[src/rtl/gmii_tx_framer_if.sv]
// Byte-stream source and GMII transmit bus of the framer.
//   s_data/s_valid/s_last/s_err : payload bytes from the MAC client
//   s_ready                     : byte accepted when s_valid & s_ready
//   tx_data/tx_en/tx_er         : registered GMII transmit outputs
// master = client/observer side, slave = framer side.
interface gmii_tx_framer_if;
    logic [7:0] s_data;
    logic       s_valid;
    logic       s_last;
    logic       s_err;
    logic       s_ready;
    logic [7:0] tx_data;
    logic       tx_en;
    logic       tx_er;

    modport master (
        output s_data, s_valid, s_last, s_err,
        input  s_ready, tx_data, tx_en, tx_er
    );

    modport slave (
        input  s_data, s_valid, s_last, s_err,
        output s_ready, tx_data, tx_en, tx_er
    );
endinterface

[src/rtl/gmii_tx_framer.sv]
// GMII transmit framer: wraps a payload byte stream with preamble, SFD,
// zero padding up to MIN_FRAME bytes, CRC-32 FCS and an enforced
// inter-frame gap. All GMII outputs are registered for the DDR pin stage.
//   tx_clk        : 125 MHz transmit clock, rising edge
//   rst_n         : asynchronous active-low reset
//   bus           : payload stream in, GMII tx_data/tx_en/tx_er out
//   busy_o        : state is not IDLE
//   frame_done_o  : pulse alongside the last FCS byte
//   frame_abort_o : pulse alongside the tx_er byte of an aborted frame
//
// state | meaning
// IDLE  | line quiet, waiting for s_valid
// PRE   | emitting 0x55 preamble bytes
// SFD   | emitting 0xD5, CRC and byte counter re-initialised
// DATA  | s_ready high, each accepted byte emitted on the next cycle
// PAD   | emitting 0x00 fill until MIN_FRAME bytes
// FCS   | emitting ~crc, least-significant byte first
// IFG   | line quiet for the inter-frame gap
module gmii_tx_framer #(
    parameter int PREAMBLE_LEN = 7,
    parameter int MIN_FRAME    = 60,
    parameter int IFG_BYTES    = 12
) (
    input  logic            tx_clk,
    input  logic            rst_n,
    gmii_tx_framer_if.slave bus,
    output logic            busy_o,
    output logic            frame_done_o,
    output logic            frame_abort_o
);
    typedef enum logic [2:0] {
        S_IDLE, S_PRE, S_SFD, S_DATA, S_PAD, S_FCS, S_IFG
    } state_t;

    localparam logic [7:0]  PRE_LAST = 8'(PREAMBLE_LEN - 1);
    localparam logic [7:0]  IFG_LAST = 8'(IFG_BYTES);
    localparam logic [16:0] MIN_W    = 17'(MIN_FRAME);

    state_t      state_q;
    logic [7:0]  cnt_q;
    logic [15:0] byte_cnt_q;
    logic [31:0] crc_q;
    logic [7:0]  tx_data_q;
    logic        tx_en_q;
    logic        tx_er_q;
    logic        done_q;
    logic        abort_q;

    logic [31:0] crc_d;
    logic [16:0] byte_cnt_d;

    function automatic logic [31:0] crc_next(input logic [31:0] c, input logic [7:0] b);
        logic [31:0] r;
        r = c;
        for (int i = 0; i < 8; i++) begin
            r = (r >> 1) ^ ((r[0] ^ b[i]) ? 32'hEDB88320 : 32'h0000_0000);
        end
        return r;
    endfunction

    // CRC is fed the payload byte in DATA and the zero fill byte in PAD.
    always_comb begin
        crc_d      = crc_next(crc_q, (state_q == S_DATA) ? bus.s_data : 8'h00);
        byte_cnt_d = {1'b0, byte_cnt_q} + 17'd1;
    end

    // Each edge registers the byte for the next cycle; outputs default to idle.
    always_ff @(posedge tx_clk or negedge rst_n) begin
        if (!rst_n) begin
            state_q    <= S_IDLE;
            cnt_q      <= 8'd0;
            byte_cnt_q <= 16'd0;
            crc_q      <= 32'hFFFF_FFFF;
            tx_data_q  <= 8'h00;
            tx_en_q    <= 1'b0;
            tx_er_q    <= 1'b0;
            done_q     <= 1'b0;
            abort_q    <= 1'b0;
        end else begin
            tx_data_q <= 8'h00;
            tx_en_q   <= 1'b0;
            tx_er_q   <= 1'b0;
            done_q    <= 1'b0;
            abort_q   <= 1'b0;
            case (state_q)
                S_IDLE: begin
                    if (bus.s_valid) begin
                        tx_en_q   <= 1'b1;
                        tx_data_q <= 8'h55;
                        cnt_q     <= 8'd0;
                        state_q   <= (PRE_LAST == 8'd0) ? S_SFD : S_PRE;
                    end
                end
                S_PRE: begin
                    // cnt_q holds preamble bytes already emitted minus one.
                    tx_en_q   <= 1'b1;
                    tx_data_q <= 8'h55;
                    cnt_q     <= cnt_q + 8'd1;
                    if (cnt_q + 8'd1 == PRE_LAST) state_q <= S_SFD;
                end
                S_SFD: begin
                    tx_en_q    <= 1'b1;
                    tx_data_q  <= 8'hD5;
                    crc_q      <= 32'hFFFF_FFFF;
                    byte_cnt_q <= 16'd0;
                    state_q    <= S_DATA;
                end
                S_DATA: begin
                    tx_en_q <= 1'b1;
                    if (!bus.s_valid) begin
                        // Underrun: the frame cannot be completed on the wire.
                        tx_er_q <= 1'b1;
                        abort_q <= 1'b1;
                        cnt_q   <= 8'd0;
                        state_q <= S_IFG;
                    end else begin
                        tx_data_q <= bus.s_data;
                        if (bus.s_err) begin
                            tx_er_q <= 1'b1;
                            abort_q <= 1'b1;
                            cnt_q   <= 8'd0;
                            state_q <= S_IFG;
                        end else begin
                            crc_q <= crc_d;
                            if (byte_cnt_d <= MIN_W) byte_cnt_q <= byte_cnt_d[15:0];
                            if (bus.s_last) begin
                                cnt_q   <= 8'd0;
                                state_q <= (byte_cnt_d < MIN_W) ? S_PAD : S_FCS;
                            end
                        end
                    end
                end
                S_PAD: begin
                    tx_en_q    <= 1'b1;
                    crc_q      <= crc_d;
                    byte_cnt_q <= byte_cnt_d[15:0];
                    if (byte_cnt_d >= MIN_W) state_q <= S_FCS;
                end
                S_FCS: begin
                    tx_en_q   <= 1'b1;
                    tx_data_q <= ~crc_q[{cnt_q[1:0], 3'b000} +: 8];
                    cnt_q     <= cnt_q + 8'd1;
                    if (cnt_q[1:0] == 2'd3) begin
                        done_q  <= 1'b1;
                        cnt_q   <= 8'd0;
                        state_q <= S_IFG;
                    end
                end
                S_IFG: begin
                    // IFG_BYTES+1 quiet cycles including the IDLE cycle that follows.
                    cnt_q <= cnt_q + 8'd1;
                    if (cnt_q == IFG_LAST) state_q <= S_IDLE;
                end
                default: state_q <= S_IDLE;
            endcase
        end
    end

    assign bus.s_ready   = (state_q == S_DATA);
    assign bus.tx_data   = tx_data_q;
    assign bus.tx_en     = tx_en_q;
    assign bus.tx_er     = tx_er_q;
    assign busy_o        = (state_q != S_IDLE);
    assign frame_done_o  = done_q;
    assign frame_abort_o = abort_q;
endmodule

[src/flat_wrapper.sv]
// flat-port wrapper written by rule: the top's interface ports become plain ports
module gmii_tx_framer_flat 
#(
    parameter int PREAMBLE_LEN = 7,
    parameter int MIN_FRAME    = 60,
    parameter int IFG_BYTES    = 12
)
  (tx_clk, rst_n, busy_o, frame_done_o, frame_abort_o, bus_s_data, bus_s_valid, bus_s_last, bus_s_err, bus_s_ready, bus_tx_data, bus_tx_en, bus_tx_er);
  gmii_tx_framer_if bus_i ();
  input  logic tx_clk;
  input  logic rst_n;
  output logic busy_o;
  output logic frame_done_o;
  output logic frame_abort_o;
  input wire logic [$bits(bus_i.s_data)-1:0] bus_s_data;
  input wire logic [$bits(bus_i.s_valid)-1:0] bus_s_valid;
  input wire logic [$bits(bus_i.s_last)-1:0] bus_s_last;
  input wire logic [$bits(bus_i.s_err)-1:0] bus_s_err;
  output wire logic [$bits(bus_i.s_ready)-1:0] bus_s_ready;
  output wire logic [$bits(bus_i.tx_data)-1:0] bus_tx_data;
  output wire logic [$bits(bus_i.tx_en)-1:0] bus_tx_en;
  output wire logic [$bits(bus_i.tx_er)-1:0] bus_tx_er;
  assign bus_i.s_data = bus_s_data;
  assign bus_i.s_valid = bus_s_valid;
  assign bus_i.s_last = bus_s_last;
  assign bus_i.s_err = bus_s_err;
  assign bus_s_ready = bus_i.s_ready;
  assign bus_tx_data = bus_i.tx_data;
  assign bus_tx_en = bus_i.tx_en;
  assign bus_tx_er = bus_i.tx_er;
  gmii_tx_framer #(.PREAMBLE_LEN(PREAMBLE_LEN), .MIN_FRAME(MIN_FRAME), .IFG_BYTES(IFG_BYTES)) u_core (.tx_clk(tx_clk), .rst_n(rst_n), .bus(bus_i), .busy_o(busy_o), .frame_done_o(frame_done_o), .frame_abort_o(frame_abort_o));
endmodule
[config.mk]
export PLATFORM = sky130hd
export DESIGN_NAME = gmii_tx_framer_flat
export DESIGN_NICKNAME = d
export VERILOG_FILES = /design/src/rtl/gmii_tx_framer_if.sv /design/src/rtl/gmii_tx_framer.sv /design/src/flat_wrapper.sv
export SDC_FILE = /design/constraint.sdc
export NUM_CORES = 1
export LEC_CHECK = 0
export ABC_AREA = 1
export CORE_ASPECT_RATIO = 1.4
export CORE_MARGIN = 2
export CORE_UTILIZATION = 55
export CTS_BUF_LIST = sky130_fd_sc_hd__clkbuf_8
export DETAILED_ROUTE_END_ITERATION = 16
export PLACE_DENSITY = 0.81
export SLEW_MARGIN = 20
export SYNTH_ARGS = -nofsm -noshare
export SYNTH_HDL_FRONTEND = slang
export SYNTH_SLANG_ARGS = --single-unit
[constraint.sdc]
create_clock -name tx_clk -period 5 [get_ports tx_clk]
set_input_delay 0.5 -clock tx_clk [delete_from_list [all_inputs] [get_ports tx_clk]]
set_output_delay 0.5 -clock tx_clk [all_outputs]
set_load 0.1 [all_outputs]
==> metrics.txt <==
# TYPE chip_impl_metric gauge
chip_impl_metric{name="critPathMaxFanout",unit=""} 15
chip_impl_metric{name="synthToLayoutAreaGrowth",unit="%"} 9.17
chip_impl_metric{name="timing.critical_path.slowest_cell_delay",unit="ns"} 1.23
chip_impl_info{name="tritoncts",value="built"} 1
chip_impl_metric{name="layout_worst_path_cycle_share",unit="%"} 63.6
chip_impl_metric{name="core_box_area",unit="sq um"} 9350
chip_impl_metric{name="chipHeight",unit="microns"} 119
chip_impl_metric{name="remaining_drc_errors",unit=""} 0
chip_impl_metric{name="synthesis.instances",unit=""} 775
chip_impl_metric{name="drt_first_pass_iters",unit=""} 5
chip_impl_metric{name="power_per_cell_area",unit="nW/um^2"} 699
chip_impl_metric{name="cts-buffers-inserted",unit=""} 9
chip_impl_metric{name="number_of_endpoints_with_negative_hold_slack_in_the_final_report",unit=""} 0
chip_impl_metric{name="critical_path_required",unit="ns"} 4.50
chip_impl_metric{name="global_route.usage.met1",unit="%"} 32.9
chip_impl_info{name="category_of_the_worst_setup_path_capture_point",value="output pin"} 1
chip_impl_metric{name="totalNegativeSetupSlack",unit="ns"} 0
chip_impl_metric{name="fin_skew",unit="ns"} 0.00733
chip_impl_metric{name="global_route.usage.met2",unit="%"} 49.3
chip_impl_metric{name="placed_cells_incl_taps",unit=""} 892
chip_impl_metric{name="grt.total_usage",unit="%"} 28.5
chip_impl_info{name="cell_family_contributing_the_most_delay_on_the_critical_path",value="buffers and inverters"} 1
chip_impl_metric{name="synthesis.nets",unit=""} 794
chip_impl_metric{name="boundaryPins",unit=""} 27
chip_impl_metric{name="slew-limit-headroom",unit="%"} 33.4
chip_impl_metric{name="finalWeightedCongestion",unit=""} 0.977
chip_impl_metric{name="die_w",unit="microns"} 86.3
chip_impl_metric{name="cts_hold_buf",unit=""} 0
chip_impl_metric{name="synth.cell_area",unit="sq um"} 5210
chip_impl_metric{name="total_wirelength",unit="microns"} 14100
chip_impl_metric{name="clkSinkCount",unit=""} 70
chip_impl_metric{name="total_power",unit="mW"} 3.98
chip_impl_metric{name="groute.layer.met3.usage",unit="%"} 4.09
chip_impl_metric{name="maxSlewViolCount",unit=""} 0
chip_impl_metric{name="net_count_final",unit=""} 812
chip_impl_metric{name="cts-htree-levels",unit=""} 3
chip_impl_metric{name="setup_violations",unit=""} 0
chip_impl_metric{name="final_design_area_no_fill",unit="sq um"} 5690
chip_impl_metric{name="post_route_insts_no_fill",unit=""} 908
chip_impl_metric{name="worst_ir_drop_vdd",unit="V"} 0.000500
chip_impl_metric{name="placed_area",unit="sq um"} 5490
chip_impl_info{name="crit_slowest_cell",value="sky130_fd_sc_hd__clkdlybuf4s50_1"} 1
chip_impl_metric{name="grt_pass1_vias",unit=""} 4975
chip_impl_metric{name="cts_post_setup_buffers_inserted",unit=""} 0
chip_impl_metric{name="grt_first_pass_wirelength",unit="microns"} 23000
chip_impl_metric{name="synth_seq_area_share",unit="%"} 34.4
chip_impl_metric{name="maxClockFrequency",unit="MHz"} 314
chip_impl_metric{name="vias_per_cell",unit=""} 5.64
chip_impl_metric{name="max-cap-violations",unit=""} 0
chip_impl_info{name="root_buffer",value="sky130_fd_sc_hd__clkbuf_8"} 1
chip_impl_metric{name="num_rows",unit=""} 42
chip_impl_metric{name="total_leakage_power",unit="nW"} 2.79
chip_impl_metric{name="worst_skew_pair.late_latency",unit="ns"} 0.36
chip_impl_metric{name="synth_warnings",unit=""} 0
chip_impl_metric{name="detailroute.via_count",unit=""} 5121
chip_impl_metric{name="cp.buffers_inverters",unit=""} 2
chip_impl_metric{name="io_buffers",unit=""} 26
chip_impl_metric{name="clk_transition_reported_paths",unit="ns"} 0.08
chip_impl_metric{name="cts.repair.resized",unit=""} 0
chip_impl_metric{name="ys_types",unit=""} 39
chip_impl_metric{name="syn_avg_cell_area",unit="sq um"} 6.73
chip_impl_info{name="run_status",value="finished, final reports clean"} 1
chip_impl_metric{name="grt_start_max_net_pins",unit=""} 38
chip_impl_metric{name="grt_overflow_total",unit=""} 0
chip_impl_metric{name="final_period_minus_worst_setup_slack",unit="ns"} 3.18
chip_impl_metric{name="antenna_cells_inserted",unit=""} 0
chip_impl_metric{name="worst-slew-pin-transition",unit="ns"} 0.995
chip_impl_info{name="startpoint_type",value="flop"} 1
chip_impl_metric{name="initial_core_util",unit="%"} 55.7
chip_impl_info{name="crit_chain",value="inv_2 > nand2_2 > nor2_4 > clkdlybuf4s50_1"} 1
chip_impl_info{name="grt_setup_unrepaired",value="no"} 1
chip_impl_metric{name="antenna_found_initial",unit=""} 0
chip_impl_metric{name="detailedRoute.firstIterationViolations",unit=""} 393
chip_impl_metric{name="route.antenna.remaining_nets",unit=""} 0
chip_impl_metric{name="synth_seq_cells",unit=""} 70
chip_impl_metric{name="share_of_final_layout_standard_cells_stronger_than_drive_strength_1",unit="%"} 12.4
chip_impl_metric{name="n_fill_cell",unit=""} 895
chip_impl_info{name="grt_most_used_layer",value="met2"} 1
chip_impl_info{name="setup.worst_path.class",value="flop to output pin"} 1
chip_impl_metric{name="finish.utilization",unit="%"} 60.8
chip_impl_metric{name="timing.critical_path.arrival",unit="ns"} 2.68
chip_impl_metric{name="detail_route.wl_per_cell",unit="microns"} 15.5
chip_impl_metric{name="fp.dieArea",unit="sq um"} 10300
chip_impl_metric{name="place.detailed.hpwl",unit="microns"} 10300
chip_impl_metric{name="ctsLongestPathBuffers",unit=""} 2
chip_impl_info{name="hp-class",value="input port to asynchronous set/reset pin"} 1
cells by family (layout without fill, tap and decap cells):
group	count (synthesis)	in the layout	synth area share [%]
buf+inv	121	144	9.72
fa+ha+maj	6	6	1.44
simple gates	439	439	36.4
flops	70	70	34.4
compound gates	103	103	10.9
xor+xnor	36	36	7.20
area by class of cell:
class                      count  area (sq um)  share of cell area (%)
timing repair buffer          27           263                    4.62
multi-input combinational    584          2920                    51.3
tap                          110           138                    2.42
inverter                     101           379                    6.66
sequential                    70          1790                    31.5
clock buffer                  11           151                    2.66
clock inverter                 5          48.8                   0.858
Yosys cell counts (all sizes together):
cell type	instances	area share, %
clkbuf	10	0.72
xnor2	8	1.6
a21oi	26	2.5
nand3b	4	0.58
ha	6	1.4
buf	10	1.7
o211ai	7	1.0
a22oi	2	0.29
o31ai	1	0.14
nand3	58	5.8
xor2	28	5.6
o21ai	47	4.5
dfstp	32	16
or2	6	0.72
and2	1	0.12
nand4	8	0.96
dfrtp	38	18
clkinv	1	0.072
nand2	272	21
nor2	85	6.9
inv	100	7.2
o22ai	18	2.2
nor3b	1	0.14
o21bai	1	0.14
a31oi	1	0.12
nor3	4	0.38
cell usage in the layout, fill, tap and decap left out, types with 7 or more instances in the layout:
master and instances:
sky130_fd_sc_hd__nand2_1 251, sky130_fd_sc_hd__inv_1 93, sky130_fd_sc_hd__nor2_1 75, sky130_fd_sc_hd__nand3_1 57, sky130_fd_sc_hd__o21ai_0 41, sky130_fd_sc_hd__dfrtp_1 38, sky130_fd_sc_hd__dfstp_2 32, sky130_fd_sc_hd__a21oi_1 26
sky130_fd_sc_hd__clkdlybuf4s50_1 25, sky130_fd_sc_hd__xor2_1 22, sky130_fd_sc_hd__nand2_2 19, sky130_fd_sc_hd__o22ai_1 18, sky130_fd_sc_hd__clkbuf_8 11, sky130_fd_sc_hd__inv_2 8, sky130_fd_sc_hd__nand4_1 8, sky130_fd_sc_hd__o211ai_1 7
path summary, 6_finish.rpt:
path                                        from               endpoint  slack, ns  cells past startpoint
hold reg to reg            u_core.byte_cnt_q[15]  u_core.byte_cnt_q[15]       0.51                      2
hold / removal                             rst_n  u_core.byte_cnt_q[15]       0.23                      1
min in group tx_clk        u_core.byte_cnt_q[15]  u_core.byte_cnt_q[15]       0.51                      2
max in group asynchronous                  rst_n        u_core.crc_q[1]       3.76                      2
setup / recovery               u_core.state_q[2]            bus_s_ready       1.82                      4
setup reg to reg               u_core.state_q[2]       u_core.crc_q[20]       2.14                     15
stage by stage:
stage	setup WS (ns)	hold slack (ns)
CTS	1.82	0.248
detailed placement	1.62	0.494
global route	1.78	0.291
global placement	1.67	0.486
finish	1.82	0.226
floorplan	2.86	0.204
layer usage:
metal	up-vias	wire, microns
met1	2370	5430
met3	54	814
met2	215	7100
met4	0	737
li1	2482	-
met5	-	0
flip-flops by register name, indices dropped and copies added (netlist names):
signal,flops
u_core.bus.tx_data,8
u_core.bus.tx_en,1
u_core.byte_cnt_q,16
u_core.cnt_q,8
u_core.crc_q,32
u_core.frame_abort_o,1
u_core.frame_done_o,1
u_core.state_q,3
where the power goes:
| group | leakage [nW] | total, mW | internal, mW | switching, mW |
|---|---|---|---|---|
| clock network | 0.102 | 0.475 | 0.253 | 0.222 |
| logic | 1.84 | 2.52 | 0.734 | 1.78 |
| registers | 0.848 | 0.985 | 0.816 | 0.169 |
| total | 2.79 | 3.98 | 1.80 | 2.17 |
Power figures use the tool's default switching activity.
